File: src/rtl/slave_pkg.sv
// slave_pkg: shared FSM state encoding and default geometry for the slave register file
package slave_pkg;
  localparam int ADDR_W = 3;
  localparam int VAL_W = 3;
  localparam int DEPTH = 8;
  typedef enum logic [1:0] {
    S_IDLE  = 2'd0,
    S_WAIT  = 2'd1,
    S_READY = 2'd2,
    S_BUSY  = 2'd3
  } state_t;
endpackage

File: src/rtl/regfile_8x3.sv
// regfile_8x3: async-reset storage; ports clk, rst_n, we/waddr/wdata write port, raddr -> rdata combinational read
module regfile_8x3 import slave_pkg::*; #(
  parameter int AW = ADDR_W,
  parameter int DW = VAL_W
) (
  input  logic          clk,
  input  logic          rst_n,
  input  logic          we,
  input  logic [AW-1:0] waddr,
  input  logic [DW-1:0] wdata,
  input  logic [AW-1:0] raddr,
  output logic [DW-1:0] rdata
);
  logic [DW-1:0] mem [2**AW];
  always_ff @(posedge clk or negedge rst_n)
    if (!rst_n) for (int i = 0; i < 2**AW; i++) mem[i] <= '0;
    else if (we) mem[waddr] <= wdata;
  assign rdata = mem[raddr];
endmodule

File: src/rtl/slave_regfile.sv
// slave_regfile: valid/ready slave writing a register file; ports clk, rst_n, valid_in/addr_in/value_in -> ready_out/ack_out, rd_addr -> rd_data, wr_count/last_addr status
module slave_regfile #(
  parameter int READY_DELAY = 2,
  parameter int BUSY_CYCLES = 1,
  parameter int ADDR_W = 3,
  parameter int VAL_W = 3
) (
  input  logic              clk,
  input  logic              rst_n,
  input  logic              valid_in,
  input  logic [ADDR_W-1:0] addr_in,
  input  logic [VAL_W-1:0]  value_in,
  output logic              ready_out,
  output logic              ack_out,
  input  logic [ADDR_W-1:0] rd_addr,
  output logic [VAL_W-1:0]  rd_data,
  output logic [7:0]        wr_count,
  output logic [ADDR_W-1:0] last_addr
);
  import slave_pkg::*;
  localparam logic [3:0] RD_INIT = READY_DELAY > 1 ? 4'(READY_DELAY - 2) : 4'd0;
  localparam logic [3:0] BUSY_INIT = BUSY_CYCLES > 0 ? 4'(BUSY_CYCLES - 1) : 4'd0;
  state_t state, state_n;
  logic [3:0] cnt, cnt_n;
  logic we;
  always_ff @(posedge clk or negedge rst_n)
    if (!rst_n) begin
      state <= S_IDLE;
      cnt <= '0;
      ack_out <= 1'b0;
      wr_count <= '0;
      last_addr <= '0;
    end else begin
      state <= state_n;
      cnt <= cnt_n;
      ack_out <= we;
      if (we) begin
        wr_count <= wr_count + 8'd1;
        last_addr <= addr_in;
      end
    end
  always_comb begin
    state_n = S_IDLE;
    cnt_n = cnt - 4'd1;
    case (state)
      S_IDLE: begin
        state_n = !valid_in ? S_IDLE : READY_DELAY == 1 ? S_READY : S_WAIT;
        cnt_n = RD_INIT;
      end
      S_WAIT: state_n = !valid_in ? S_IDLE : cnt == 4'd0 ? S_READY : S_WAIT;
      S_READY: begin
        state_n = valid_in && BUSY_CYCLES > 0 ? S_BUSY : S_IDLE;
        cnt_n = BUSY_INIT;
      end
      S_BUSY: state_n = cnt == 4'd0 ? S_IDLE : S_BUSY;
      default: state_n = S_IDLE;
    endcase
  end
  always_comb begin
    ready_out = state == S_READY;
    we = ready_out && valid_in;
  end
  regfile_8x3 #(.AW(ADDR_W), .DW(VAL_W)) u_mem (
    .clk(clk),
    .rst_n(rst_n),
    .we(we),
    .waddr(addr_in),
    .wdata(value_in),
    .raddr(rd_addr),
    .rdata(rd_data)
  );
endmodule

File: config.mk
export PLATFORM = sky130hd
export DESIGN_NAME = slave_regfile
export DESIGN_NICKNAME = d
export VERILOG_FILES = /design/src/rtl/slave_pkg.sv /design/src/rtl/regfile_8x3.sv /design/src/rtl/slave_regfile.sv
export SDC_FILE = /design/constraint.sdc
export NUM_CORES = 1
export LEC_CHECK = 0
export CORE_UTILIZATION = 52
export CTS_BUF_LIST = sky130_fd_sc_hd__clkbuf_16
export DETAILED_ROUTE_END_ITERATION = 12
export PLACE_DENSITY = 0.77
export SLEW_MARGIN = 0
export SYNTH_ARGS = -nofsm -noshare
export SYNTH_HDL_FRONTEND = slang
export SYNTH_HIERARCHICAL = 1
export SYNTH_SLANG_ARGS = --single-unit
File: constraint.sdc
create_clock -name clk -period 1.8 [get_ports clk]
set_input_delay 0.27 -clock clk [delete_from_list [all_inputs] [get_ports clk]]
set_output_delay 0.27 -clock clk [all_outputs]
set_load 0.02 [all_outputs]
After elaboration in Yosys (flattened, before gate mapping). Cells that the tools add are included.

$add $sub $neg: 2. Multiply operators: 0. Div/mod/pow operators: 0. Order comparisons: 3. Equality and inequality tests: 3. Shift operators: 0. Mux-type cells: 13. Bitwise logic cells: 2. Reduce and logical (&&, ||, !) cells: 5.

Operator list (count): $bwmux 24 (1); $bmux 3 s3 (1); $demux 3 s3 (1); $mux 3 (3); $add 8x1->8 const B (1); $ge 4x4->1 const B (2); $mux 2 (4); $not 3->4 (2); $pmux 2 s4 (1); $eq 2x2->1 const B (2); $logic_not 4->1 (1); $lt 4x1->1 const B (1); $mux 4 (1); $sub 4x1->4 const B (1); $eq 2x1->1 const B (1); $logic_and 1x1->1 (2); $logic_not 2->1 (1); $reduce_or 2->1 (1); $mux 1 (1).

Register bits after elaboration: 42. Bits in latches: 0. Memory bits (writable): 0. Bits in read-only memories: 0. Bits of input ports: 12. Output and inout port bits: 16. Logic and storage cells: 41. Memories: 0.

Depth between registers and ports, before layout. Gate-level depths: netlist of the first run.

Depth in word-level cells: 6. Mapped depth: 5. Depth with buffers taken out: 5.

Modules after synthesis. The synthesis of the first run kept the hierarchy.

Modules (own cells, without submodules): regfile_8x3 (instances 1, cells an instance 66, area an instance 1158.6 µm², sequential area each 600.6 µm²); slave_regfile (instances 1, cells an instance 68, area an instance 799.5 µm², sequential area each 450.4 µm²).

Least setup slack after synthesis of the first run. No wires, ideal clock.

Kind: register -> register. From: register state[0]. To: register u_mem/mem[21] in the netlist's numbering. Library setup time: 125 ps. Arrival: 1516 ps. Required time: 1675 ps. Setup slack: 159 ps. Cell stages (with the launch flop): 6. Buffers on the path: 1. Period minus slack after synthesis: 1641 ps. Cell sequence: dfrtp_1 -> buf_6 -> nand3b_4 -> inv_4 -> nor4b_2 -> mux2_2.

Word-level cells in the longest chain between the ends: 2.

Ends and longest elaborated chain: start: declaration (line slave_regfile.sv:23) `state_t state, state_n;`; start signal: assignment (line slave_regfile.sv:34) `state <= state_n;`; $eq 2x2->1 (line slave_regfile.sv:60) `ready_out = state == S_READY;`; $logic_and 1x1->1 (line slave_regfile.sv:61) `we = ready_out && valid_in;`; via we (line slave_regfile.sv:25) `logic we;`; end signal: indexed assignment (line regfile_8x3.sv:17) `else if (we) mem[waddr] <= wdata;`; end: declaration (line regfile_8x3.sv:14) `logic [DW-1:0] mem [2**AW];`.

The timed path passes the listed nets, and every way through them passes these cells. A chain may end at the register's enable or synchronous reset.

Final worst setup path of the first run.
From: register u_mem/mem[7] in the netlist's numbering. To: output port rd_data[1].

Word-level cells in the longest chain between the ends: 3.

Ends and longest elaborated chain: $bmux 3 s3 (line regfile_8x3.sv:18) `assign rdata = mem[raddr];`; $mux 3 (not written as such) (2 in series) (line regfile_8x3.sv:18); end: declaration (line slave_regfile.sv:16) `output logic [VAL_W-1:0] rd_data,`.

No other way between the ends. The select of a mux whose other input is x is not followed.

==> results of run 1 <==
[flip-flops by register name, summed over array words and instances (netlist names)]
register,cells
u_mem/mem,24
wr_count,8
last_addr,3
cnt,4
state,2
ack_out,1
[stage by stage]
stage | total power [uW] | hold WS, ps | setup WS (ps)
5_1_grt | 3770 | 101 | -48.7
2_1_floorplan | 2110 | -25.6 | 159
4_1_cts | 3610 | 63.2 | -20.0
3_5_place_dp | 2530 | 365 | -772
6_report | 3580 | 45.8 | -13.8
3_3_place_gp | 2470 | 351 | -750
[cells in the final DEF, fill, tap and decap left out, drive strengths merged]
cell	count
bufinv	1
nand2	15
clkdlybuf4s50	20
nor2	1
dlymetal6s2s	1
and3	1
inv	5
a21oi	2
and4bb	3
buf	12
dlygate4sd2	1
nand4b	4
xnor2	4
nand3	1
nor3	3
dfrtp	42
and2	2
xor2	5
mux2	27
nand4	4
nor2b	3
ha	2
nand3b	1
o211ai	1
nor3b	1
mux4	6
nor4b	1
clkdlybuf4s18	1
clkbuf	5
[logic make-up (layout without fill, tap and decap cells)]
group / Yosys count / in the layout
and+or+nand+nor: 40 / 40
buffers and inverters: 5 / 46
DFF: 42 / 42
muxes: 33 / 33
adders and majority gates: 2 / 2
xor gates and xnor gates: 9 / 9
AOI/OAI and AO/OA: 3 / 3
[per-layer routing]
metal / track usage / vias up
met1: 0.283 / 627
met5: 0 / -
met3: 0.0507 / 7
met2: 0.384 / 45
li1: - / 565
met4: 0.0852 / 0
[power groups by stage]
stage	Clock (uW)	Combinational, uW	Sequential [uW]
2_1_floorplan	0	612	1500
3_3_place_gp	0	979	1490
3_5_place_dp	0	1020	1510
4_1_cts	1010	1080	1520
5_1_grt	1040	1170	1560
6_report	982	1080	1520
[timing repair]
item                                    in CTS  in global routing
endpoints found under the setup margin       3                  4
hold buffers                                 0                  0
pin swaps                                    0                  0
gates resized for setup                     31                  2
buffers inserted                             1                  1
[cell type report]
class | count | area share
Clock buffer | 5 | 0.0503
Sequential cell | 42 | 0.423
Timing Repair Buffer | 35 | 0.138
Inverter | 3 | 0.00553
Clock inverter | 3 | 0.0151
Multi-Input combinational cell | 87 | 0.346
Tap cell | 46 | 0.0231
[critical path, delay by kind of cell (launching register included)]
kind	cells	cell delay, ps
buffers and inverters	1	130
DFF	1	390
muxes	2	750
[path summary, 6_finish.rpt]
kind / from / endpoint / slack (ps)
max in group asynchronous: rst_n / u_mem/mem[4]$_DFFE_PN0P_ / 1380
setup / recovery: u_mem/mem[7]$_DFFE_PN0P_ / rd_data[1] / -10
hold reg to reg: cnt[0]$_DFF_PN0_ / cnt[0]$_DFF_PN0_ / 460
setup reg to reg: state[0]$_DFF_PN0_ / u_mem/mem[23]$_DFFE_PN0P_ / 170
hold / removal: rst_n / u_mem/mem[3]$_DFFE_PN0P_ / 50
min in group clk: cnt[0]$_DFF_PN0_ / cnt[0]$_DFF_PN0_ / 460
==> run metrics, run 1 <==
status complete, but fails checks; failing checks setup timing; Synth Area in Simple Gates 0.143; XOR/XNOR Fraction of Synth Area 0.0441; Root Buffer clkbuf_16; routability cong. 0.762; H-tree levels 2; first-pass GRT wire length ~6.8 mm; Crit path largest cell delay approximately 470 ps; final worst slack -13.8 ps; LEAKAGE 0.00122 uW; clk_skew between 4 and 5 ps; slowest stage cell, crit path mux4_2; vias per cell around 5.6; top cells by instance count after synthesis 42 x dfrtp_1, 27 x mux2_2, 15 x nand2_1, 6 x mux4_1, 5 x xor2_1; CTS tree yes; Post-Syn Area between 1500 and 2000 sq um; final wirelength ~3.8 mm; main combinational cell family by area after synthesis multiplexers; diode count 0; Sequential Area 1050 sq um; Cells after Synth 134; Req. time, crit path 1530 ps; Worst EP arrival 1540 ps; CTS clk-pin slew, worst paths approximately 60 ps; Global Route Usage Sum 0.227; core area 3470 sq um; Synth Warn # 6; measured slew at the worst slew-check pin 529 ps; FF+latch count, synth 42; crit path max fanout 2; asr flop ratio synth 1.00; die span in x 63.4 um; relative max-transition margin 0.647; die area 4020 sq um; Switching Fraction 0.290; die height 63.4 um; I/O pin total 28; TritonCTS buffer count 5; RSZ-0062 raised after global routing yes; drt pass-1 iters 4; Compound-Gate Fraction of Synth Area 0.00895; Worst setup EP type primary output; CP startpoint kind flop; Initial Util 0.565; Final min period 1810 ps; ANT nets after route 0; utilization after layout 0.717; initial antenna violation count 0; met2 routed WL 1.95 mm; Max Cap Violations 0; count leader, synth dfrtp_1; Finished Cell Area 2490 sq um; Pwr Density approximately 1400 nW/um^2; Max Slew Vio Count 0; top sig layer met4; fillers 246; R2R cell count 4; Synth area leader dfrtp_1; Worst VDD drop 0.886 mV; Final setup viols 2; DRC viols 0; non-filler cells, final approximately 220; area grow syn2layout 27.0%; switching pwr 1040 uW; GRT Residual Overflow 0; share of cells above drive strength 1 0.360; row cnt 21; Post-synth EDFFs 0; worst hold path type input pin to asynchronous set/reset pin; Synth Flop Type dfrtp_1; combinational share of power 0.301; Layout Nets 188; clock share of power 0.275; setup TNS -20.6 ps; vias in the first global route about 1400; Adder-Cell Fraction of Synth Area 0.0128; largest net degree at the start of global routing 43; DP HPWL ~2.6 mm; top-area cell type share of the netlist area 0.537; max frequency 0.551 GHz; via count 1244; post-synthesis mux area share 0.236; internal power around 2500 uW; final hold violations 0; largest cells by area after synthesis dfrtp_1 54%, mux2_2 16%, mux4_1 8.1%, nand2_1 2.9%, xor2_1 2.2%; WL met3 202 um; Crit Path Class flop to primary output; Flop pwr share 0.425; met1 WL about 1.6 mm; DRT iter0 DRCs 108; Seq/Total Area, Yosys 0.537; Cell Area, Placed 2320 sq um; Sink Count 42; number of cells after detailed placement about 210; Synth cell types 27; Mean Syn Cell Area 14.6 sq um; CTS max path bufs 2; Tcrit/Tclk final 1.01; Post-Syn Nets about 150; clock latency on the worst-skew pair 280 ps; multi-input logic area ~860 sq um; PortBufs 27; worst-path cell chain mux4_2, mux2_4, buf_6; DR WL/cell 17.4 um
Note: power is estimated with default switching activity, not from simulation.
==> inputs of run 2 (changes only) <==
--- a/config.mk
+++ b/config.mk
@@ -5,6 +5,7 @@
 export SDC_FILE = /design/constraint.sdc
 export NUM_CORES = 1
 export LEC_CHECK = 0
+export CORE_MARGIN = 1
 export CORE_UTILIZATION = 52
 export CTS_BUF_LIST = sky130_fd_sc_hd__clkbuf_16
 export DETAILED_ROUTE_END_ITERATION = 12
==> results of run 2 <==
The final DEF is identical to that of run 1; final timing and power are the same.
==> variant 1, RTL diff (flow settings as in run 1) <==
`VAL_W` is set to 3 in 2 places; all go to 6.
--- a/src/rtl/slave_pkg.sv
+++ b/src/rtl/slave_pkg.sv
@@ -3,3 +3,3 @@
   localparam int ADDR_W = 3;
-  localparam int VAL_W = 3;
+  localparam int VAL_W = 6;
   localparam int DEPTH = 8;
--- a/src/rtl/slave_regfile.sv
+++ b/src/rtl/slave_regfile.sv
@@ -5,3 +5,3 @@
   parameter int ADDR_W = 3,
-  parameter int VAL_W = 3
+  parameter int VAL_W = 6
 ) (
Ports: changed (resized rd_data and value_in); port bits go from 28 to 34. The function was not compared with the original's and may differ.
==> variant 1 against run 1 <==
The run still ends with negative setup slack left. Wire length grew 68%. Worst setup slack lost 0.059 ns. Count of clock-buffer cells in the layout grew 4. Die area grew 55%. Power grew 66%. First-iteration DRC count shrank 14%. Global-route usage grew 1.3 points. Worst hold slack gained 0.41 ns. Synthesized area grew 56%. Maximum frequency shrank 3.1%. Critical path depth is the same. Clock power grew 99%. Design area grew 63%. Sequential cell count grew 24. Largest cell class unchanged. Largest power group unchanged.
==> variant 1: results (changes against run 1) <==
synth_edf_count: 0  # unchanged
reg2reg_depth: 5  # +1
via_count: 1899  # +53%
drive_gt1_share_pct: 47.0  # +11 points
cts_max_level: 3  # +1
top_regs: "u_mem/mem: 48 flops, wr_count: 8 flops, cnt: 4 flops"
grt_max_degree: 67  # +56%
n_fill_cell: 419  # +70%
syn_nets: 217  # +47%
synthCells: 200  # +49%
rrSetupSlack_ns: 0.26  # +0.09 ns
grt_pass1_wl_mm: 10.6  # +56%
io_buffers: 33  # +22%
max-cap-violations: 0  # unchanged
worstHoldStart: "cnt[0]"
antenna_found_initial: 0  # unchanged
cts_made_buffers: 9  # +4
yosysSeqAreaShare_pct: 53.9  # +0.23 points
leakage_nw: 1.97  # +62%
pre_cts_ws_ns: -0.799  # -0.0271 ns
fin_skew_ns: 0.00341  # -0.000846 ns
n_antenna_cell: 0  # unchanged
run_status: "finished, violations left"
min_path_cells: 1
grt_pass1_vias: 2019  # +45%
vdd_ir_drop_max_mv: 1.08  # +22%
hp-class: "flop to flop"
drt-initial-drc-count: 93  # -14%
cts_buffer_depth: 2  # unchanged
placed_cells: 318  # +51%
tightest_slew_ns: 0.349  # -0.180 ns
worstReg2RegStart: "state[1]"
cts_root_buf: "clkbuf_16"
nets: 282  # +50%
yosysUniqueCellTypes: 30  # +11%
wl_per_cell_um: 18.9  # +8.5%
ys_top_cells_by_area: "dfrtp_1 54%, mux2_2 20%, mux4_1 10%"
reg2reg_to: "u_mem/mem[32]"
arrival_ns: 1.60  # +0.06 ns
violations: "negative setup slack"
wl_mm: 6.46  # +68%
setup_slack_ns: -0.0724  # -0.0586 ns
place_congestion: 0.702  # -7.9%
ys_top_cells_by_count: "66 x dfrtp_1, 54 x mux2_2, 15 x nand2_1, 12 x mux4_1, 7 x buf_2"
hpwl_mm: 3.76  # +42%
clock_latency_ns: 0.32  # +0.04 ns
dr.pass1.iters: 6  # +2
final-setup-viol-count: 6  # +4
grt_usage_pct: 24.0  # +1.3 points
clk_pin_slew_worst_paths_ns: 0.05
[variant 1: cell count changes in the layout (fill, tap and decap cells not counted), sizes merged, moves of 2 or more]
cell and delta:
and4bb -3, buf +26, bufinv +2, clkbuf +4, clkdlybuf4s50 +3, clkinv +4, dfrtp +24, inv -2
mux2 +27, mux4 +6, nor4bb +3
[variant 1: per-layer routing]
metal	global-route usage, %	wire length [um]	vias to the layer above
li1	-	-	863
met3	6.67	352	13
met1	31.8	2970	964
met2	36.3	2990	59
met4	12.2	145	0
met5	0	0	-
[variant 1: cell type report]
| type | count | share of cell area (%) |
|---|---|---|
| clock buffers | 9 | 5.57 |
| clock inverters | 7 | 2.66 |
| inverters | 3 | 0.340 |
| multi-input cells | 120 | 32.3 |
| flip-flops and latches | 66 | 40.9 |
| well taps | 72 | 2.23 |
| repair buffers | 65 | 16.1 |
[variant 1: kinds of logic after synthesis]
group	synth area share (%)
and+or+nand+nor	9.19
muxes	30.1
xor gates and xnor gates	2.82
AOI/OAI and AO/OA	0.572
DFF	53.9
adders and majority gates	0.817
buffers and inverters	2.57
[variant 1: timing repair]
action	CTS	global route
setup endpoints to repair	7	6
setup buffers	3	2
resized for setup	59	1
hold buffers	1	0
hold endpoints to repair	66	0
cloned	2	0
[variant 1: worst max path at each step]
stage | start | to | slack [ns] | depth (start not counted)
after floorplan | state[0] | u_mem/mem[42] | 0.03 | 6
after global placement | rd_addr[0] | rd_data[5] | -0.77 | 5
after detailed placement | rd_addr[0] | rd_data[0] | -0.80 | 5
after CTS | u_mem/mem[10] | rd_data[4] | -0.07 | 3
after global routing | u_mem/mem[10] | rd_data[4] | -0.11 | 3
final | u_mem/mem[0] | rd_data[0] | -0.07 | 3
[variant 1: critical path: stages, from the launching register on]
cell and delay [ns]:
dfrtp_1 0.40, mux4_2 0.47, mux2_2 0.28, buf_6 0.13
[variant 1: metrics by stage]
step / hold WS (ns) / area, um2 / TNS, ns
2_1_floorplan: -0.0256 / 3070 / 0
3_3_place_gp: 0.314 / 3630 / -5.96
3_5_place_dp: 0.316 / 3630 / -6.70
4_1_cts: 0.464 / 4030 / -0.379
5_1_grt: 0.480 / 4040 / -0.586
6_report: 0.458 / 4040 / -0.332
[variant 1: power by group]
part / internal [W] / leakage, nW / switching [W]
sequential: 0.00201 / 0.884 / 0.000345
clock: 0.00134 / 0.164 / 0.000616
combinational: 0.00101 / 0.918 / 0.000622
==> variant 2, RTL diff (settings of run 1) <==
Without the edit above. Put one more register stage on the output `wr_count`, with the module's reset. The value now appears one clock later. The other outputs are not delayed to match.
--- a/src/rtl/slave_regfile.sv
+++ b/src/rtl/slave_regfile.sv
@@ -22,2 +22,4 @@
   localparam logic [3:0] BUSY_INIT = BUSY_CYCLES > 0 ? 4'(BUSY_CYCLES - 1) : 4'd0;
+
+  logic [7:0] wr_count_s0;
   state_t state, state_n;
@@ -30,3 +32,3 @@
       ack_out <= 1'b0;
-      wr_count <= '0;
+      wr_count_s0 <= '0;
       last_addr <= '0;
@@ -37,3 +39,3 @@
       if (we) begin
-        wr_count <= wr_count + 8'd1;
+        wr_count_s0 <= wr_count_s0 + 8'd1;
         last_addr <= addr_in;
@@ -71,2 +73,10 @@
   );
+  always_ff @(posedge clk or negedge rst_n) begin
+    if (!rst_n) begin
+      wr_count <= '0;
+    end else begin
+      wr_count <= wr_count_s0;
+    end
+  end
+
 endmodule
Check against the original RTL: not equivalent (a bounded check fails within 4 cycles, from zero or initial values and one cycle with rst_n low).
==> variant 2 against run 1 <==
The flow still finishes with violations (negative setup slack). Non-clock buffer count is 2 higher. Sequential power is 14% higher. Register-to-register slack better by 0.04 ns. Die area is 9.9% higher. Synthesized area is 10% higher. Power is 4.8% higher. Design area is 8.1% higher. Wire length is 8.4% higher. Worst setup slack worse by 0.024 ns. Sequential cell count is 8 higher. Critical path type unchanged. Largest cell class unchanged. Largest power group unchanged.
==> variant 2: results (changes against run 1) <==
run_status: "finished, violations left"
violations: "negative setup slack"
powerClk_w: 0.000956  # -2.6%
grt_pass1_vias: 1395  # -0.14%
wl_per_cell_um: 17.7  # +1.9%
yosysSeqAreaShare_pct: 58.0  # +4.3 points
syn_nets: 156  # +5.4%
inverters_excl_clock: 3  # unchanged
rrSetupSlack_ns: 0.21  # +0.04 ns
place_congestion: 0.755  # -0.96%
wl_met2_mm: 2.10  # +8.0%
ys_top_cells_by_area: "dfrtp_1 58%, mux2_2 14%, mux4_1 7.3%"
grt_pass1_wl_mm: 7.12  # +4.9%
regArea_um2: 1250  # +19%
clk_share_pct: 5.72  # -0.82 points
routed.top_layer: "met4"
tns_ns: -0.102  # -0.0811 ns
ctsResizeCount: 29  # -6.5%
top_regs: "u_mem/mem: 24 flops, wr_count: 8 flops, wr_count_s0: 8 flops"
ys_top_cells_by_count: "50 x dfrtp_1, 27 x mux2_2, 15 x nand2_1, 6 x mux4_1, 5 x xor2_1"
wl_met1_mm: 1.78  # +9.0%
io_buffers: 27  # unchanged
switchingPower_w: 0.00114  # +9.6%
fin_skew_ns: 0.00592  # +0.00167 ns
wl_mm: 4.17  # +8.4%
reg2reg_depth: 5  # +1
nNonClkBuffers: 37  # +5.7%
drt-initial-drc-count: 144  # +33%
placed_cells: 226  # +7.1%
critPathMaxFanout: 2  # unchanged
startpoint: "u_mem/mem[9]"
hpwl_mm: 2.98  # +13%
synthCells: 142  # +6.0%
cts_setup_buffers: 0  # -1
hold_buffers: 1  # +1
setup_slack_ns: -0.0378  # -0.0240 ns
gr-usage-met3_pct: 4.31  # -0.76 points
wl_met3_um: 220  # +8.9%
numClockSinks: 50  # +19%
arrival_ns: 1.57  # +0.03 ns
slew-limit-headroom_pct: 74.0  # +9.3 points
final-setup-viol-count: 3  # +1
yosys_warnings: 6  # unchanged
grt_usage_pct: 22.9  # +0.21 points
nets: 198  # +5.3%
vdd_ir_drop_max_mv: 0.817  # -7.8%
setup.worst_path.end: "rd_data[0]"
drt-vias-per-instance: 5.56  # -1.3%
leakage_nw: 1.32  # +8.5%
hp-class: "flop to flop"
grt_max_degree: 23  # -47%
p_seq_share_pct: 46.3  # +3.8 points
n_fill_cell: 309  # +26%
swShare_pct: 30.3  # +1.3 points
use_met2_pct: 37.1  # -1.3 points
met1_usage_pct: 29.5  # +1.2 points
drive_gt1_share_pct: 35.7  # -0.32 points
nonClkBufAreaFrac_pct: 13.0  # -0.81 points
-- variant 2: cell count changes after synthesis, sizes merged --
cell          run 1  this run
dfrtp            42        50
-- variant 2: through the flow --
stage	utilization, %	hold WS, ns	worst slack, ns	area (um2)
floorplan	-	-0.0256	0.159	2160
global placement	63.3	0.197	-0.741	2530
detailed placement	63.3	0.196	-0.789	2530
CTS	67.0	0.405	-0.0510	2680
global route	67.3	0.425	-0.0785	2690
finish	67.3	0.403	-0.0378	2690
-- variant 2: cell families (layout without fill, tap and decap cells) --
family | Yosys count | count (layout) | synth area share (%)
fa+ha+maj | 2 | 2 | 1.16
buf+inv | 5 | 48 | 1.68
flops | 50 | 50 | 58.0
xor+xnor | 9 | 9 | 4.00
compound gates | 3 | 3 | 0.812
mux | 33 | 33 | 21.4
simple gates | 40 | 40 | 13.0
